--- src/rtl/interleaver_ram_if.sv ---
// Bus between the interleaver sequencer, the encoder side, the external RAM and the mapper.
// Master is the sequencer; slave is everything around it.
interface interleaver_ram_if;
  logic [1:0] mod_sel;
  logic       bit_i;
  logic       bit_valid;
  logic       bit_ready;
  logic [9:0] ram_waddr;
  logic       ram_wen;
  logic       ram_wdata;
  logic [6:0] ram_raddr;
  logic [5:0] ram_rdata;
  logic       sc_valid;
  logic       sc_ready;
  logic [5:0] sc_data;
  logic [5:0] sc_idx;
  logic       sc_last;
  logic [1:0] bank_full;

  modport master (
    input  mod_sel, bit_i, bit_valid, ram_rdata, sc_ready,
    output bit_ready, ram_waddr, ram_wen, ram_wdata, ram_raddr,
           sc_valid, sc_data, sc_idx, sc_last, bank_full
  );

  modport slave (
    output mod_sel, bit_i, bit_valid, ram_rdata, sc_ready,
    input  bit_ready, ram_waddr, ram_wen, ram_wdata, ram_raddr,
           sc_valid, sc_data, sc_idx, sc_last, bank_full
  );
endinterface

--- src/rtl/interleaver_ram_ctrl.sv ---
// Ping-pong write/read sequencer for the TX first-permutation interleaver RAM.
// Bits are written column-wise into bit-addressed words; words are read out row-wise.
module interleaver_ram_ctrl #(
  parameter int DEPTH = 128
) (
  input logic             clk,
  input logic             rstn,
  interleaver_ram_if.master bus
);

  localparam int SC_W = $clog2(DEPTH / 2);
  localparam logic [SC_W-1:0] SC_LAST = SC_W'(47);

  function automatic logic [2:0] nbpsc(input logic [1:0] m);
    case (m)
      2'd0:    nbpsc = 3'd1;
      2'd1:    nbpsc = 3'd2;
      2'd2:    nbpsc = 3'd4;
      default: nbpsc = 3'd6;
    endcase
  endfunction

  function automatic logic [5:0] bit_mask(input logic [1:0] m);
    case (m)
      2'd0:    bit_mask = 6'b000001;
      2'd1:    bit_mask = 6'b000011;
      2'd2:    bit_mask = 6'b001111;
      default: bit_mask = 6'b111111;
    endcase
  endfunction

  logic [1:0]      bank_full;
  logic [1:0]      bank_full_nxt;
  logic            wbank;
  logic            rbank;
  logic [3:0]      row;
  logic [1:0]      colq;
  logic [2:0]      colr;
  logic [1:0]      mod_r [2];
  logic [SC_W-1:0] rsc;

  logic            sym_start;
  logic [1:0]      wmod;
  logic [2:0]      colr_max;
  logic [5:0]      wsc;
  logic            wr_fire;
  logic            wr_end;
  logic            rd_fire;
  logic            rd_end;

  // The first bit of a symbol still sees the live mod_sel, before it is latched.
  assign sym_start = (row == 4'd0) && (colq == 2'd0) && (colr == 3'd0);
  assign wmod      = sym_start ? bus.mod_sel : mod_r[wbank];
  assign colr_max  = nbpsc(wmod) - 3'd1;
  assign wsc       = ({2'b00, row} * 6'd3) + {4'b0000, colq};

  assign bus.bit_ready = rstn & ~bank_full[wbank];
  assign wr_fire       = bus.bit_valid & bus.bit_ready;
  assign wr_end        = wr_fire && (row == 4'd15) && (colq == 2'd2) && (colr == colr_max);

  assign bus.ram_wen   = wr_fire;
  assign bus.ram_wdata = bus.bit_i;
  assign bus.ram_waddr = {wbank, wsc, colr};

  assign bus.sc_valid  = bank_full[rbank];
  assign rd_fire       = bus.sc_valid & bus.sc_ready;
  assign rd_end        = rd_fire && (rsc == SC_LAST);

  assign bus.ram_raddr = {rbank, rsc};
  assign bus.sc_idx    = rsc;
  assign bus.sc_last   = (rsc == SC_LAST);
  // Upper bits may be left over from an earlier, denser symbol in this bank.
  assign bus.sc_data   = bus.ram_rdata & bit_mask(mod_r[rbank]);
  assign bus.bank_full = bank_full;

  always_comb begin
    bank_full_nxt = bank_full;
    if (wr_end) bank_full_nxt[wbank] = 1'b1;
    if (rd_end) bank_full_nxt[rbank] = 1'b0;
  end

  always_ff @(posedge clk or negedge rstn) begin
    if (!rstn) begin
      bank_full <= 2'b00;
      wbank     <= 1'b0;
      rbank     <= 1'b0;
      row       <= 4'd0;
      colq      <= 2'd0;
      colr      <= 3'd0;
      mod_r[0]  <= 2'd0;
      mod_r[1]  <= 2'd0;
      rsc       <= '0;
    end else begin
      bank_full <= bank_full_nxt;

      if (wr_fire) begin
        if (sym_start) mod_r[wbank] <= bus.mod_sel;
        if (wr_end) begin
          row   <= 4'd0;
          colq  <= 2'd0;
          colr  <= 3'd0;
          wbank <= ~wbank;
        end else begin
          row <= row + 4'd1;
          if (row == 4'd15) begin
            if (colr == colr_max) begin
              colr <= 3'd0;
              colq <= colq + 2'd1;
            end else begin
              colr <= colr + 3'd1;
            end
          end
        end
      end

      if (rd_fire) begin
        if (rd_end) begin
          rsc   <= '0;
          rbank <= ~rbank;
        end else begin
          rsc <= rsc + 1'b1;
        end
      end
    end
  end

endmodule

--- src/flat_wrapper.sv ---
// flat-port wrapper written by rule: the top's interface ports become plain ports
module interleaver_ram_ctrl_flat 
#(
  parameter int DEPTH = 128
)
  (clk, rstn, bus_mod_sel, bus_bit_i, bus_bit_valid, bus_ram_rdata, bus_sc_ready, bus_bit_ready, bus_ram_waddr, bus_ram_wen, bus_ram_wdata, bus_ram_raddr, bus_sc_valid, bus_sc_data, bus_sc_idx, bus_sc_last, bus_bank_full);
  interleaver_ram_if bus_i ();
  input logic clk;
  input logic rstn;
  input wire logic [$bits(bus_i.mod_sel)-1:0] bus_mod_sel;
  input wire logic [$bits(bus_i.bit_i)-1:0] bus_bit_i;
  input wire logic [$bits(bus_i.bit_valid)-1:0] bus_bit_valid;
  input wire logic [$bits(bus_i.ram_rdata)-1:0] bus_ram_rdata;
  input wire logic [$bits(bus_i.sc_ready)-1:0] bus_sc_ready;
  output wire logic [$bits(bus_i.bit_ready)-1:0] bus_bit_ready;
  output wire logic [$bits(bus_i.ram_waddr)-1:0] bus_ram_waddr;
  output wire logic [$bits(bus_i.ram_wen)-1:0] bus_ram_wen;
  output wire logic [$bits(bus_i.ram_wdata)-1:0] bus_ram_wdata;
  output wire logic [$bits(bus_i.ram_raddr)-1:0] bus_ram_raddr;
  output wire logic [$bits(bus_i.sc_valid)-1:0] bus_sc_valid;
  output wire logic [$bits(bus_i.sc_data)-1:0] bus_sc_data;
  output wire logic [$bits(bus_i.sc_idx)-1:0] bus_sc_idx;
  output wire logic [$bits(bus_i.sc_last)-1:0] bus_sc_last;
  output wire logic [$bits(bus_i.bank_full)-1:0] bus_bank_full;
  assign bus_i.mod_sel = bus_mod_sel;
  assign bus_i.bit_i = bus_bit_i;
  assign bus_i.bit_valid = bus_bit_valid;
  assign bus_i.ram_rdata = bus_ram_rdata;
  assign bus_i.sc_ready = bus_sc_ready;
  assign bus_bit_ready = bus_i.bit_ready;
  assign bus_ram_waddr = bus_i.ram_waddr;
  assign bus_ram_wen = bus_i.ram_wen;
  assign bus_ram_wdata = bus_i.ram_wdata;
  assign bus_ram_raddr = bus_i.ram_raddr;
  assign bus_sc_valid = bus_i.sc_valid;
  assign bus_sc_data = bus_i.sc_data;
  assign bus_sc_idx = bus_i.sc_idx;
  assign bus_sc_last = bus_i.sc_last;
  assign bus_bank_full = bus_i.bank_full;
  interleaver_ram_ctrl #(.DEPTH(DEPTH)) u_core (.clk(clk), .rstn(rstn), .bus(bus_i));
endmodule
--- config.mk ---
export PLATFORM = sky130hd
export DESIGN_NAME = interleaver_ram_ctrl_flat
export DESIGN_NICKNAME = d
export VERILOG_FILES = /design/src/rtl/interleaver_ram_if.sv /design/src/rtl/interleaver_ram_ctrl.sv /design/src/flat_wrapper.sv
export SDC_FILE = /design/constraint.sdc
export NUM_CORES = 1
export LEC_CHECK = 0
export CAP_MARGIN = 20
export CORE_ASPECT_RATIO = 0.8
export CORE_UTILIZATION = 48
export DETAILED_ROUTE_END_ITERATION = 16
export PLACE_DENSITY = 0.8
export SLEW_MARGIN = 5
export SYNTH_ARGS = -nofsm -noshare
export SYNTH_HDL_FRONTEND = slang
export SYNTH_SLANG_ARGS = --single-unit
export TNS_END_PERCENT = 100
--- constraint.sdc ---
create_clock -name clk -period 3.05 [get_ports clk]
set_input_delay 0.7625 -clock clk [delete_from_list [all_inputs] [get_ports clk]]
set_output_delay 0.7625 -clock clk [all_outputs]
set_load 0.1 [all_outputs]
==> results of run 1 <==
[worst paths after layout]
| check | from | to | cells after the start |
|---|---|---|---|
| min in group asynchronous | rstn | u_core.rbank | 2 |
| max in group asynchronous | rstn | u_core.bus.sc_idx[0] | 2 |
| max reg2reg | u_core.colr[0] | u_core.colq[0] | 8 |
| min | u_core.bus.sc_idx[5] | u_core.bus.sc_idx[5] | 1 |
| max | u_core.colq[1] | bus_ram_waddr[8] | 8 |
| min reg2reg | u_core.bus.sc_idx[5] | u_core.bus.sc_idx[5] | 1 |
[layout make-up]
type	count	area, µm²
sequential	23	576
tap	42	52.6
clock inverter	1	5.00
inverter	17	66.3
timing repair buffer	51	558
clock buffer	3	41.3
multi-input combinational	125	1050
fill	274	1080
[per-layer routing]
| metal | up-vias | global-route usage, % | part of all wire [%] |
|---|---|---|---|
| li1 | 692 | - | - |
| met1 | 682 | 28.5 | 45 |
| met2 | 40 | 34.7 | 49 |
| met3 | 6 | 3.80 | 4.3 |
| met4 | 0 | 6.41 | 1.2 |
| met5 | - | 0 | 0 |
[per-stage QoR]
step / cells / setup slack (ns) / util, % / area [µm²]
floorplan: 178 / 0.0377 / - / 1770
global route: 262 / -0.132 / 68.5 / 2350
detailed placement: 255 / 0.104 / 66.3 / 2270
global placement: 255 / 0.174 / 66.3 / 2270
finish: 262 / -0.0232 / 68.5 / 2350
CTS: 261 / -0.0775 / 68.3 / 2340
[logic make-up after synthesis]
family,Yosys count
XOR/XNOR,10
buffers and inverters,30
multiplexers,11
AND/OR/NAND/NOR,54
adder cells (fa/ha/maj),18
flip-flops,23
AO/OA/AOI/OAI,32
[cells in the final DEF, fill, tap and decap left out, types with 3 or more instances in the layout]
master / count
xor2_1: 3
dfrtp_1: 23
o21ai_0: 9
clkdlybuf4s50_1: 10
nand2_1: 13
nor2b_1: 4
clkbuf_8: 3
buf_12: 12
nor2_1: 8
nor3_1: 3
buf_4: 29
and2_1: 3
mux2i_1: 3
inv_1: 15
mux2_2: 7
nand3_1: 7
xnor2_1: 5
ha_1: 15
[registers in the layout, summed over array words and instances, names as in the netlist]
name	cells
u_core.row	4
u_core.wbank	1
u_core.bus.bank_full	2
u_core.bus.sc_idx	6
u_core.colr	3
u_core.mod_r	4
u_core.rbank	1
u_core.colq	2
[worst max-delay path: stages, from the launching register on]
cell      delay, ns
dfrtp_1        0.40
fa_1           0.56
ha_2           0.19
inv_2          0.04
fa_2           0.34
nor2b_1        0.15
o21ai_1        0.10
nand2b_2       0.09
buf_12         0.17
[what timing repair did]
action,in CTS,in global routing
resized for setup,5,0
pin swaps,5,3
buffers inserted,2,1
setup endpoints to repair,2,2
==> metrics.md, run 1 <==
| Metric | Value |
|---|---|
| Core footprint | roughly 3400 µm² |
| H-tree depth | 1 |
| Fin crit share | 101% |
| Vert. Die Dim | approximately 56 µm |
| YS warnings | 0 |
| Nets@finish | between 200 and 300 |
| Register-to-register setup slack | approximately 0.67 ns |
| Routed wire length | approximately 3800 µm |
| Simple-gate share of the synthesized area | between 15 and 20% |
| Vias | between 1,000 and 1,500 |
| CTS sink cnt | 23 |
| Setup ws final | -0.0232 ns |
| Starting density of the core | around half |
| I/O pins | ~50 |
| Min-delay worst type | flip-flop to flip-flop |
| CTS Buf Count | 3 |
| Detail Route Antenna Nets | 0 |
| Max-cap violations | 0 |
| Mapped Nets | 209 |
| Unrepaired setup endpoints after global routing | true |
| Hpwl dp | approximately 3100 µm |
| Slew at the pin closest to its max-slew limit | 0.384 ns |
| Syn Inst Count | 178 |
| Worst Setup Start Kind | flip-flop |
| Share of post-route cells with drive strength above 1 | between 30% and 40% |
| First-pass GRT wire length | ~6400 µm |
| Area leader, netlist | dfrtp_1 |
| Per-cell routed wire length | between 10 and 15 µm |
| Hold WS | 0.572 ns |
| Slew Viols, Final | 0 |
| Ys async rst share | between 90% and 100% |
| IO buf count | 44 |
| Synthesis-stage register bit count | 23 |
| Yosys top cell area share | about a third |
| Most common cell in the netlist | dfrtp_1 |
| Adder-cell area share of the yosys netlist | approximately 14% |
| Clk_skew | 0.00447 ns |
| Post-Synthesis Cell Area | around 1700 µm² |
| Status | complete, but fails checks |
| Overall Global Routing Usage | 21.1% |
| Worst slew margin | about 74% |
| Hold-fix buffers, CTS | 0 |
| Synth Area per Inst | between 9 and 10 µm² |
| Die area | 3840 µm² |
| Largest family of logic cells by synthesized area | simple AND/OR/NAND/NOR gates |
| Setup violations, final | 2 |
| Mux cell area share after synthesis | roughly 7% |
| Worst path required time | ~2.3 ns |
| Worst Path Max Fanout | 2 |
| Area grow syn2layout | 36.1% |
| Die span in x | 69.0 µm |
| Diode count | 0 |
| Post-synth cell types | 46 |
| Crit path arrival time | about 2.3 ns |
| Pin count of the biggest net entering global routing | 24 |
| DRC viols | 0 |
| Worst-path clk slew | around 0.080 ns |
| EDFF count, synth | 0 |
| Drt first pass iters | 4 |
| Vias in the first global route | approximately 1,300 |
| Root Buffer | clkbuf_8 |
| Final Critical Period | around 3.1 ns |
| Main synth FF type | dfrtp_1 |
| Final Hold Viols | 0 |
| 1st-iter DRT viols | 71 |
| Initial antenna violation count | 0 |
| Synth Area in XOR/XNOR | just over 5% |
| Grt total ovfl | 0 |
| CP endpoint kind | output port |
| GP Congestion | 0.864 |
| Post-synthesis sequential area ratio | about a third |
| Fin Setup TNS | -0.0399 ns |
| Fmax | between 300 and 400 MHz |
| Vias per cell | 5.42 |
| CTS tree | built |
| WS Path Type | flip-flop to output port |
| Worst-skew pair later-pin latency | about 0.26 ns |
| Failing checks | setup timing |
| Clock Path Buffers | 2 |
| Row count | 19 |
| Top cells by area, synth | dfrtp_1 33%, ha_1 12%, mux2_2 4.6% |
| Synth Area in Compound Gates | between 10 and 15% |
| Commonest cells in the netlist | 23 x dfrtp_1, 16 x ha_1, 16 x inv_1, 13 x nand2_1 |
Power of run 1 is left out: the tool's default activity adds up to more than one toggle a clock period on the data nets, which glitch-free logic cannot reach.
==> run 2, diff against run 1 <==
--- a/config.mk
+++ b/config.mk
@@ -5,8 +5,8 @@
 export SDC_FILE = /design/constraint.sdc
 export NUM_CORES = 1
 export LEC_CHECK = 0
-export CAP_MARGIN = 20
 export CORE_ASPECT_RATIO = 0.8
+export CORE_MARGIN = 2
 export CORE_UTILIZATION = 48
 export DETAILED_ROUTE_END_ITERATION = 16
 export PLACE_DENSITY = 0.8
==> run 2 against run 1 <==
The flow now finishes without violations. Worst setup slack better by 0.038 ns. Worst hold slack better by 0.0055 ns. First-iteration DRC count is 30% lower. Cell area is 0.11% higher. Fmax is 1.2% higher. Routed wire length is 1.9% higher. Global-route usage is 1.1 points lower. Critical path type unchanged. Largest cell class unchanged. Highest routed layer unchanged.
==> metrics.md, run 2 (same netlist as run 1, synthesis figures left out) <==
| Metric | Value |
|---|---|
| H-tree depth | 1 |
| CTS tree | built |
| Nets@finish | 250 |
| CP endpoint kind | output port |
| WS Path Type | flip-flop to output port |
| Hpwl dp | a little over 3000 µm |
| Pin count of the biggest net entering global routing | 24 |
| DRC viols | 0 |
| Grt total ovfl | 0 |
| Fmax | around 330 MHz |
| Slew Viols, Final | 0 |
| Final Hold Viols | 0 |
| Crit path arrival time | about 2.3 ns |
| Initial antenna violation count | 0 |
| Min-delay worst type | flip-flop to flip-flop |
| Vert. Die Dim | 57.6 µm |
| Overall Global Routing Usage | between 10% and 20% |
| Vias | 1,414 |
| Slew at the pin closest to its max-slew limit | about 0.48 ns |
| CTS Buf Count | 3 |
| Share of post-route cells with drive strength above 1 | 33.0% |
| Worst Path Max Fanout | 2 |
| CTS sink cnt | 23 |
| Vias in the first global route | approximately 1,400 |
| Worst-skew pair later-pin latency | approximately 0.26 ns |
| Core footprint | 3450 µm² |
| Number of flip-flops in the largest register | 6 |
| Hold WS | 0.577 ns |
| First-pass GRT wire length | ~6500 µm |
| Clock Path Buffers | 2 |
| Most frequent cells in the layout | 26 x buf_4, 23 x dfrtp_1, 15 x inv_1, 15 x ha_1, 13 x nand2_1 |
| Starting density of the core | 50.0% |
| I/O pins | slightly below 50 |
| Worst slew margin | between 60% and 70% |
| Per-cell routed wire length | approximately 15 µm |
| Commonest non-fill, non-tap cell in the layout | buf_4 |
| Diode count | 0 |
| Root Buffer | clkbuf_8 |
| Die span in x | between 70 and 80 µm |
| 1st-iter DRT viols | 50 |
| Fin crit share | approximately 100% |
| Drt first pass iters | 4 |
| Unrepaired setup endpoints after global routing | true |
| Routed wire length | about 3800 µm |
| Die area | around 4100 µm² |
| IO buf count | 44 |
| Worst path required time | approximately 2.3 ns |
| Status | complete, no violations |
| Worst Setup Start Kind | flip-flop |
| Detail Route Antenna Nets | 0 |
| Vias per cell | 5.44 |
| GP Congestion | just under 0.9 |
| Worst-path clk slew | ~0.08 ns |
| Setup violations, final | 0 |
| Clk_skew | roughly 0.0019 ns |
| Row count | 19 |
| Final Critical Period | between 3 and 4 ns |
| Max-cap violations | 0 |
| Area grow syn2layout | 36.2% |
[run 2: path summary, 6_finish.rpt]
path,startpoint,end,slack (ns),cells past startpoint
setup / recovery,u_core.row[0],bus_ram_waddr[6],0.01,7
hold / removal,u_core.bus.sc_idx[5],u_core.bus.sc_idx[5],0.58,1
setup reg to reg,u_core.wbank,u_core.colq[0],0.68,7
hold reg to reg,u_core.bus.sc_idx[5],u_core.bus.sc_idx[5],0.58,1
max in group asynchronous,rstn,u_core.wbank,1.94,2
min in group asynchronous,rstn,u_core.rbank,0.88,2
[run 2: area by class of cell]
class | count | area [µm²]
multi-input cells | 125 | 1060
inverters | 17 | 66.3
well taps | 42 | 52.6
repair buffers | 49 | 547
clock inverters | 1 | 7.51
clock buffers | 3 | 41.3
flip-flops and latches | 23 | 576
fillers | 235 | 1100
[run 2: per-layer routing]
| layer | routed length (µm) | up-vias | part of all wire, % | GRT usage [%] |
|---|---|---|---|---|
| met4 | 24 | 0 | 0.62 | 3.50 |
| met5 | 0 | - | 0 | 0 |
| li1 | - | 688 | - | - |
| met2 | 1970 | 33 | 51 | 35.2 |
| met1 | 1720 | 691 | 45 | 26.2 |
| met3 | 134 | 2 | 3.5 | 3.71 |
[run 2: through the flow]
step	util [%]	area [µm²]	setup WS, ns	cells	setup TNS [ns]
global placement	65.6	2260	0.170	254	0
finish	68.1	2350	0.0146	260	0
floorplan	-	1770	0.0377	178	0
detailed placement	65.6	2260	0.100	254	0
CTS	67.7	2330	-0.0261	260	-0.0305
global route	68.1	2350	-0.0736	260	-0.140
[run 2: timing repair]
item / in CTS / in global routing
buffers inserted: 2 / 0
endpoints found under the setup margin: 2 / 3
gates resized for setup: 5 / 4
hold buffers: 0 / 0
gates cloned: 0 / 0
pin swaps: 2 / 3
[run 2: worst max-delay path: stages (launching register included)]
cell and delay (ns):
dfrtp_1 0.41, fa_1 0.54, ha_2 0.18, inv_2 0.04, fa_2 0.36, buf_6 0.14
xnor2_4 0.15, buf_12 0.19
Power of run 2 is left out for the same reason.
==> run 3, diff against run 2 <==
--- a/config.mk
+++ b/config.mk
@@ -5,6 +5,7 @@
 export SDC_FILE = /design/constraint.sdc
 export NUM_CORES = 1
 export LEC_CHECK = 0
+export CAP_MARGIN = 20
 export CORE_ASPECT_RATIO = 0.8
 export CORE_MARGIN = 2
 export CORE_UTILIZATION = 48
==> results of run 3 <==
The final DEF is identical to that of run 2; final timing and power are the same.
Power of run 3 is left out for the same reason.
